<file path="src/rtl/glb_to_dram_writer.sv">
// Backward-transfer engine: reads words_num consecutive GLB words starting at
// base_addr, packs FIFO_WIDTH/DATA_WIDTH words per beat (first word in the LSB
// lane) and pushes the beats to the DRAM-side FIFO. Runs in the core_clk domain.
// Ports:
//   core_clk, reset            clock, synchronous active-high reset
//   start_backward             1-cycle start, sampled only in IDLE
//   base_addr, words_num       transfer descriptor, latched on start
//   glb_re/glb_raddr/glb_rdata GLB read port, data valid 1 cycle after glb_re
//   we_to_dram/wdata_to_dram   beat valid/data, transfer on we_to_dram & dram_ready
//   dram_ready                 DRAM FIFO not full
//   busy                       transfer in progress
//   back_transfer_done         1-cycle pulse after the final beat is accepted
module glb_to_dram_writer #(
    parameter int unsigned ADDR_WIDTH = 12,
    parameter int unsigned DATA_WIDTH = 16,
    parameter int unsigned FIFO_WIDTH = 64
) (
    input  logic                  core_clk,
    input  logic                  reset,
    input  logic                  start_backward,
    input  logic [ADDR_WIDTH-1:0] base_addr,
    input  logic [ADDR_WIDTH-1:0] words_num,
    output logic                  glb_re,
    output logic [ADDR_WIDTH-1:0] glb_raddr,
    input  logic [DATA_WIDTH-1:0] glb_rdata,
    output logic                  we_to_dram,
    output logic [FIFO_WIDTH-1:0] wdata_to_dram,
    input  logic                  dram_ready,
    output logic                  busy,
    output logic                  back_transfer_done
);

    localparam int unsigned PACK   = FIFO_WIDTH / DATA_WIDTH;
    localparam int unsigned LANE_W = (PACK > 1) ? $clog2(PACK) : 1;

    typedef enum logic [1:0] {IDLE, READ, DRAIN, DONE} state_t;

    state_t                state_q, state_d;
    logic [ADDR_WIDTH-1:0] base_q, words_q, rd_cnt_q, wr_cnt_q;
    logic [LANE_W-1:0]     lane_q;
    logic                  rd_vld_q;
    logic [FIFO_WIDTH-1:0] pack_q;
    logic [FIFO_WIDTH-1:0] fifo_mem_q [2];
    logic                  fifo_wp_q, fifo_rp_q;
    logic [1:0]            fifo_cnt_q;

    logic                  start_c, last_word_c, last_issue_c, push_c, pop_c, throttle_c;
    logic [FIFO_WIDTH-1:0] beat_c;

    // Datapath decode: beat completion, FIFO handshakes, read throttle
    always_comb begin
        start_c      = (state_q == IDLE) && start_backward;
        last_word_c  = (wr_cnt_q == (words_q - ADDR_WIDTH'(1)));
        last_issue_c = (rd_cnt_q == (words_q - ADDR_WIDTH'(1)));
        // An arriving word closes a beat when it fills the top lane or is the final word
        push_c       = rd_vld_q && ((lane_q == LANE_W'(PACK - 1)) || last_word_c);
        pop_c        = we_to_dram && dram_ready;
        // Stop issuing if the 2-deep beat FIFO could overflow
        throttle_c   = (fifo_cnt_q == 2'd2) || ((fifo_cnt_q == 2'd1) && push_c);
        beat_c       = pack_q;
        beat_c[int'(lane_q) * int'(DATA_WIDTH) +: DATA_WIDTH] = glb_rdata;
    end

    // Outputs decoded from registered state
    always_comb begin
        glb_re             = (state_q == READ) && !throttle_c;
        glb_raddr          = glb_re ? (base_q + rd_cnt_q) : '0;
        we_to_dram         = (fifo_cnt_q != 2'd0);
        wdata_to_dram      = we_to_dram ? fifo_mem_q[fifo_rp_q] : '0;
        busy               = (state_q != IDLE);
        back_transfer_done = (state_q == DONE);
    end

    // Next-state logic
    always_comb begin
        state_d = state_q;
        case (state_q)
            IDLE:  if (start_backward) state_d = (words_num == '0) ? DONE : READ;
            READ:  if (glb_re && last_issue_c) state_d = DRAIN;
            // Done once no word is in flight and the last beat leaves the FIFO
            DRAIN: if (!rd_vld_q && ((fifo_cnt_q == 2'd0) || ((fifo_cnt_q == 2'd1) && pop_c)))
                       state_d = DONE;
            DONE:  state_d = IDLE;
            default: state_d = IDLE;
        endcase
    end

    // State register
    always_ff @(posedge core_clk) begin
        if (reset) state_q <= IDLE;
        else       state_q <= state_d;
    end

    // Counters, pack register and beat FIFO
    always_ff @(posedge core_clk) begin
        if (reset) begin
            base_q        <= '0;
            words_q       <= '0;
            rd_cnt_q      <= '0;
            wr_cnt_q      <= '0;
            lane_q        <= '0;
            rd_vld_q      <= 1'b0;
            pack_q        <= '0;
            fifo_mem_q[0] <= '0;
            fifo_mem_q[1] <= '0;
            fifo_wp_q     <= 1'b0;
            fifo_rp_q     <= 1'b0;
            fifo_cnt_q    <= 2'd0;
        end else begin
            rd_vld_q <= glb_re;
            if (start_c) begin
                base_q   <= base_addr;
                words_q  <= words_num;
                rd_cnt_q <= '0;
                wr_cnt_q <= '0;
                lane_q   <= '0;
                pack_q   <= '0;
            end else begin
                if (glb_re) rd_cnt_q <= rd_cnt_q + ADDR_WIDTH'(1);
                if (rd_vld_q) begin
                    wr_cnt_q <= wr_cnt_q + ADDR_WIDTH'(1);
                    if (push_c) begin
                        lane_q <= '0;
                        pack_q <= '0;
                    end else begin
                        lane_q <= lane_q + LANE_W'(1);
                        pack_q <= beat_c;
                    end
                end
            end
            if (push_c) begin
                fifo_mem_q[fifo_wp_q] <= beat_c;
                fifo_wp_q             <= ~fifo_wp_q;
            end
            if (pop_c) fifo_rp_q <= ~fifo_rp_q;
            case ({push_c, pop_c})
                2'b10:   fifo_cnt_q <= fifo_cnt_q + 2'd1;
                2'b01:   fifo_cnt_q <= fifo_cnt_q - 2'd1;
                default: fifo_cnt_q <= fifo_cnt_q;
            endcase
        end
    end

endmodule
</file>
<file path="config.mk">
export PLATFORM = sky130hd
export DESIGN_NAME = glb_to_dram_writer
export DESIGN_NICKNAME = d
export VERILOG_FILES = /design/src/rtl/glb_to_dram_writer.sv
export SDC_FILE = /design/constraint.sdc
export NUM_CORES = 1
export LEC_CHECK = 0
export CAP_MARGIN = 20
export CORE_MARGIN = 10
export CORE_UTILIZATION = 36
export DETAILED_ROUTE_END_ITERATION = 10
export GPL_TIMING_DRIVEN = 0
export MAX_ROUTING_LAYER = met4
export PLACE_DENSITY = 0.64
export SLEW_MARGIN = 15
export SYNTH_ARGS = -nofsm -noshare
export SYNTH_HDL_FRONTEND = slang
export SYNTH_SLANG_ARGS = --single-unit
</file>
<file path="constraint.sdc">
create_clock -name core_clk -period 12.9 [get_ports core_clk]
set_clock_uncertainty 0.05 [all_clocks]
set_input_delay 1.935 -clock core_clk [delete_from_list [all_inputs] [get_ports core_clk]]
set_output_delay 1.935 -clock core_clk [all_outputs]
set_load 0.02 [all_outputs]
</file>
# ---- Yosys cells after proc, flatten, opt, wreduce, memory -nomap -nowiden
# Memory sizes are Yosys's and may differ from the RTL's. A register that Yosys moved wholly into a read port is not among the register bits.
# Index checks and enable logic that the tools add are counted.
dict set report word_totals {
  wordCells 80
  inputBits 44
  out_inout_bits 80
  register_bits 121
  n_memories 1
  ram_bits 128
}
# name words word_bits read_ports rd_ports_with_merged_regs write_ports line_no
set memory_table {}
lappend memory_table {fifo_mem_q 2 64 1 1 2 43} ;# logic [FIFO_WIDTH-1:0] fifo_mem_q [2];
dict set report op_classes {
  n_mux 21
  n_bitwise 2
  reduce_logical 22
  addsub 8
  n_shift 2
  n_eq_ne 13
}
# cell count
set ops {}
lappend ops {{two-way mux 64 bit} 3}
lappend ops {{bitwise mux 64 bit} 1}
lappend ops {{OR reduction 64 bit} 1}
lappend ops {{variable shift 16 x 33 -> 64 bit, first input constant} 1}
lappend ops {{variable part select 16 x 33 -> 64 bit} 1}
lappend ops {{negator 6 -> 33 bit} 1}
lappend ops {{adder 12 x 1 -> 12 bit, second input constant} 2}
lappend ops {{== test 12 bit} 2}
lappend ops {{adder 12 bit} 1}
lappend ops {{zero test 12 bit} 1}
lappend ops {{two-way mux 12 bit} 1}
lappend ops {{subtractor 12 x 1 -> 12 bit, second input constant} 1}
lappend ops {{== test 2 bit, second input constant} 5}
lappend ops {{two-way mux 2 bit} 5}
lappend ops {{two-way mux 1 bit} 9}
lappend ops {{logical AND 1 bit} 8}
lappend ops {{case mux 2 bit (4 select lines)} 1}
lappend ops {{== test 2 x 1 -> 1 bit, second input constant} 3}
lappend ops {{nonzero test 2 bit} 3}
lappend ops {{adder 2 x 1 -> 2 bit, second input constant} 2}
lappend ops {{zero test 2 bit} 2}
lappend ops {{inequality test 2 bit, second input constant} 2}
lappend ops {{case mux 2 bit (2 select lines)} 1}
lappend ops {{logical OR 1 bit} 3}
lappend ops {{6 further kinds} 8}

# ---- Depth between registers and ports, before layout
dict set report depth {
  depth_word 11
  mapped_depth 15
  mapped_depth_nobuf 13
}

# ---- Least setup slack after synthesis
# No wires, ideal clock.
dict set report synth_timing {
  path_type {register to register}
  from {register words_q[2]}
  to {memory fifo_mem_q[1][0] (enable)}
  period_less_slack_ps 6033
  arrival_time_ps 5483
  setup_slack_ps 6867
  setup_time_ps 499
  path_stages_with_launch 9
  required_ps 12351
  cell_sequence {dfxtp_1 -> buf_6 -> or4_4 -> or4_4 -> xnor2_2 -> or3_1 -> o21bai_1 -> nand2_1 -> o21bai_1}
}
# element line_no
set synth_lines {}
lappend synth_lines {{from (decl)} 39} ;# logic [ADDR_WIDTH-1:0] base_q, words_q, rd_cnt_q, wr_cnt_q;
lappend synth_lines {{from (signal assigned)} 113} ;# words_q <= words_num;
lappend synth_lines {{to (decl)} 43}

# ---- Worst setup path after layout
dict set report layout_timing {
  from {register words_q[0]}
  to {output port glb_raddr[2]}
}
dict set report layout_between {
  elab_chain_cells 9
}
# element line_no
set layout_rtl {}
lappend layout_rtl {{subtractor 12 x 1 -> 12 bit} 53} ;# last_word_c = (wr_cnt_q == (words_q - ADDR_WIDTH'(1)));
lappend layout_rtl {{== test 12 bit} 53}
lappend layout_rtl {{logical OR 1 bit} 56} ;# push_c = rd_vld_q && ((lane_q == LANE_W'(PACK - 1)) || last_word_c);
lappend layout_rtl {{logical AND 1 bit} 56}
lappend layout_rtl {{logical AND 1 bit} 59} ;# throttle_c = (fifo_cnt_q == 2'd2) || ((fifo_cnt_q == 2'd1) && push_c);
lappend layout_rtl {{logical OR 1 bit} 59}
lappend layout_rtl {{zero test 1 bit} 66} ;# glb_re = (state_q == READ) && !throttle_c;
lappend layout_rtl {{logical AND 1 bit} 66}
lappend layout_rtl {{two-way mux 12 bit} 67} ;# glb_raddr = glb_re ? (base_q + rd_cnt_q) : '0;
lappend layout_rtl {{to (decl)} 24} ;# output logic [ADDR_WIDTH-1:0] glb_raddr,
# No other way between the ends.

==> flow_summary.ini <==
[synthesis]
syn_inst = 1243
synth_nets = 1316
synth_edf_count = 128
avgSynthCellArea_um2 = 9.84
ys_types = 65
yosysSeqAreaShare_pct = 51.4
synth-async-reset-ratio_pct = 0
ys_ff_latch = 250
ys_warn_count = 0
synth.cell_area_mm2 = 0.0122
ys.flop_type = edfxtp_1

[global_routing]
overflow = 0
grt_first_pass_wirelength_um = 51100
antenna_found_initial = 1
grt_pass1_vias = 9245
grt_max_degree = 34
track_usage_pct = 15.6

[route]
wl_per_cell_um = 17.7
dr.pass1.iters = 7
routed-via-count = 9567
drtIter0Drc = 611
drt-total-wl_um = 33000
remaining_drc_errors = 0
drtAntennaViolNets = 0
vias_per_cell = 5.12

[floorplanning]
coreArea_mm2 = 0.0335
start_util_pct = 36.5
io_pins = 124
fp.dieW_um = 204
rows = 67
fp.dieH_um = 204
die_area_mm2 = 0.0417

[setup_path]
cp-startpoint = words_q[0]
cp.required_ns = 10.91
r2r-start = words_q[0]
cp.depth = 13
reg2regPathDepth = 12
max_stage_delay_ns = 0.55
critPathKind = flip-flop to output pin
critPathTopFamily = simple AND/OR/NAND/NOR gates
rr_endpoint = fifo_mem_q[1][47]
critPathCapture = glb_raddr[2]
cp-end-kind = output pin
worstPathMaxFanout = 10
setup.worst_path.start_class = flip-flop
path_buf_inv = 5
regToRegSetupSlack_ns = 8.69
crit_chain = buf_2, inv_1, ha_1, or3b_2, nor4_1, xnor2_1, or4b_1, nor4_4, or3_1, buf_2, buf_2, nor2_1, clkdlybuf4s50_1
worstPathArrival_ns = 4.40
path_common_cell = buf_2
cpMaxStageDelayCell = clkdlybuf4s50_1

[sta]
fin_crit_sh_pct = 49.5
final_max_slew_viol_count = 0
hold_viol = 0
slew-limit-headroom_pct = 34.0
setup_viol_count_final = 0
tns_ns = 0
period_minus_slack_ns = 6.39
tightest_slew_ns = 0.983
fmax_mhz = 157
rsz0062_at_grt = no

[flow_run]
maxCapViolCount = 0

[clock_network]
htree_num_levels = 1
clockRootBuffer = clkbuf_16
cts_buffers = 27
cts_hold_buf = 0
cts_tree = yes
clock-sinks = 250
path_clk_slew_ns = 0.05
clkLatencyLatePin_ns = 0.55
ctsResizeCount = 0
cts_setup_buffers = 0
cts_buffer_depth = 3

[finish]
final_common_cell = nor2_1
drive_gt1_share_pct = 6.55
finalCoreUtilization_pct = 44.6
fin_nets = 1471
fillers = 3249
syn2layout_area_growth_pct = 22.4
final_cell_mix = nor2_1 (247), a21oi_1 (130), edfxtp_1 (128)

[hold_path]
hp-class = flip-flop to flip-flop
min_path_cells = 2

[power]
p_leak_nw = 5.13
ir_drop_mv = 0.0966
pwr_density_cell_mw_per_mm2 = 151

[place]
port-buffer-count = 123
place.gp.congestion = 0.903
hpwl_um = 24000

[outcome]
outcome = finished clean
## logic make-up (layout without fill, tap and decap cells)
logic type,Yosys count,in the layout,share of synthesized area [%]
XOR/XNOR,52,52,4.01
adder cells (fa/ha/maj),29,29,3.03
multiplexers,66,66,5.40
AO/OA/AOI/OAI,229,229,12.2
other,0,1,0
buffers and inverters,108,284,3.76
flip-flops,250,250,51.4
AND/OR/NAND/NOR,509,509,20.2
## per-stage QoR
step | setup slack (ns) | power, W | instance area (µm²) | hold slack (ns) | cells
after floorplan | 6.87 | 0.00131 | 12200 | 0.379 | 1243
after global placement | 4.52 | 0.00151 | 14000 | 0.389 | 1814
after CTS | 6.51 | 0.00227 | 15000 | 0.412 | 1867
after detailed placement | 7.09 | 0.00152 | 14100 | 0.396 | 1817
after global routing | 6.23 | 0.00236 | 15000 | 0.430 | 1868
final | 6.51 | 0.00226 | 15000 | 0.408 | 1868
## layout make-up
class,count,area [µm²],area share (%)
antenna,1,2.50,0.0167
buffer,85,374,2.50
clock buffer,40,774,5.17
clock inverter,10,86.3,0.577
inverter,23,86.3,0.577
multi-input combinational,885,5510,36.8
sequential,250,6290,42.0
tap,448,561,3.74
timing repair buffer,126,1290,8.63
## cell usage after synthesis (21+ instances only)
| cell type | count | area, µm² |
|---|---|---|
| nand2_1 | 75 | 282 |
| xnor2_1 | 27 | 236 |
| inv_1 | 23 | 86.3 |
| mux2i_1 | 66 | 661 |
| edfxtp_1 | 128 | 3840 |
| a21oi_1 | 130 | 651 |
| a32o_1 | 48 | 480 |
| nor2b_1 | 67 | 419 |
| ha_1 | 28 | 350 |
| and2_1 | 21 | 131 |
| dfxtp_1 | 122 | 2440 |
| xor2_1 | 22 | 193 |
| nor2_1 | 247 | 927 |
| clkbuf_1 | 48 | 180 |
| buf_2 | 26 | 130 |
## routing by layer
metal	track usage, %	part of all wire, %	vias to the layer above	routed length (µm)
met2	25.6	48	248	15800
met1	19.8	44	4578	14700
met5	-	0	-	0
li1	-	-	4693	-
met3	2.36	5.7	48	1880
met4	3.97	1.9	0	629
## where the power goes
| group | total, W | switching [W] | internal (W) |
|---|---|---|---|
| Clock | 0.000756 | 0.000320 | 0.000436 |
| Combinational | 0.000604 | 0.000377 | 0.000227 |
| Sequential | 0.000897 | 0.0000236 | 0.000873 |
| Total | 0.00226 | 0.000721 | 0.00154 |
## worst min-delay path, cell delays in order (launching register included)
cell     delay [ns]
dfxtp_1        0.31
a21oi_1        0.04
nor2_1         0.07
## how the worst min path moves through the flow
stage | startpoint | endpoint | slack (ns)
after floorplan | pack_q[48] | pack_q[48] | 0.38
after global placement | pack_q[57] | pack_q[57] | 0.39
after detailed placement | pack_q[51] | pack_q[51] | 0.40
after CTS | pack_q[51] | pack_q[51] | 0.41
after global routing | pack_q[51] | pack_q[51] | 0.43
final | pack_q[54] | pack_q[54] | 0.41
## sequential cells by signal, indices dropped and copies added (netlist names), named ones only
name / flops
base_q: 12
fifo_cnt_q: 2
fifo_mem_q: 128
fifo_rp_q: 1
fifo_wp_q: 1
lane_q: 2
pack_q: 64
rd_cnt_q: 12
rd_vld_q: 1
state_q: 2
words_q: 12
wr_cnt_q: 12
No activity file was read; power rests on OpenSTA's default activity.
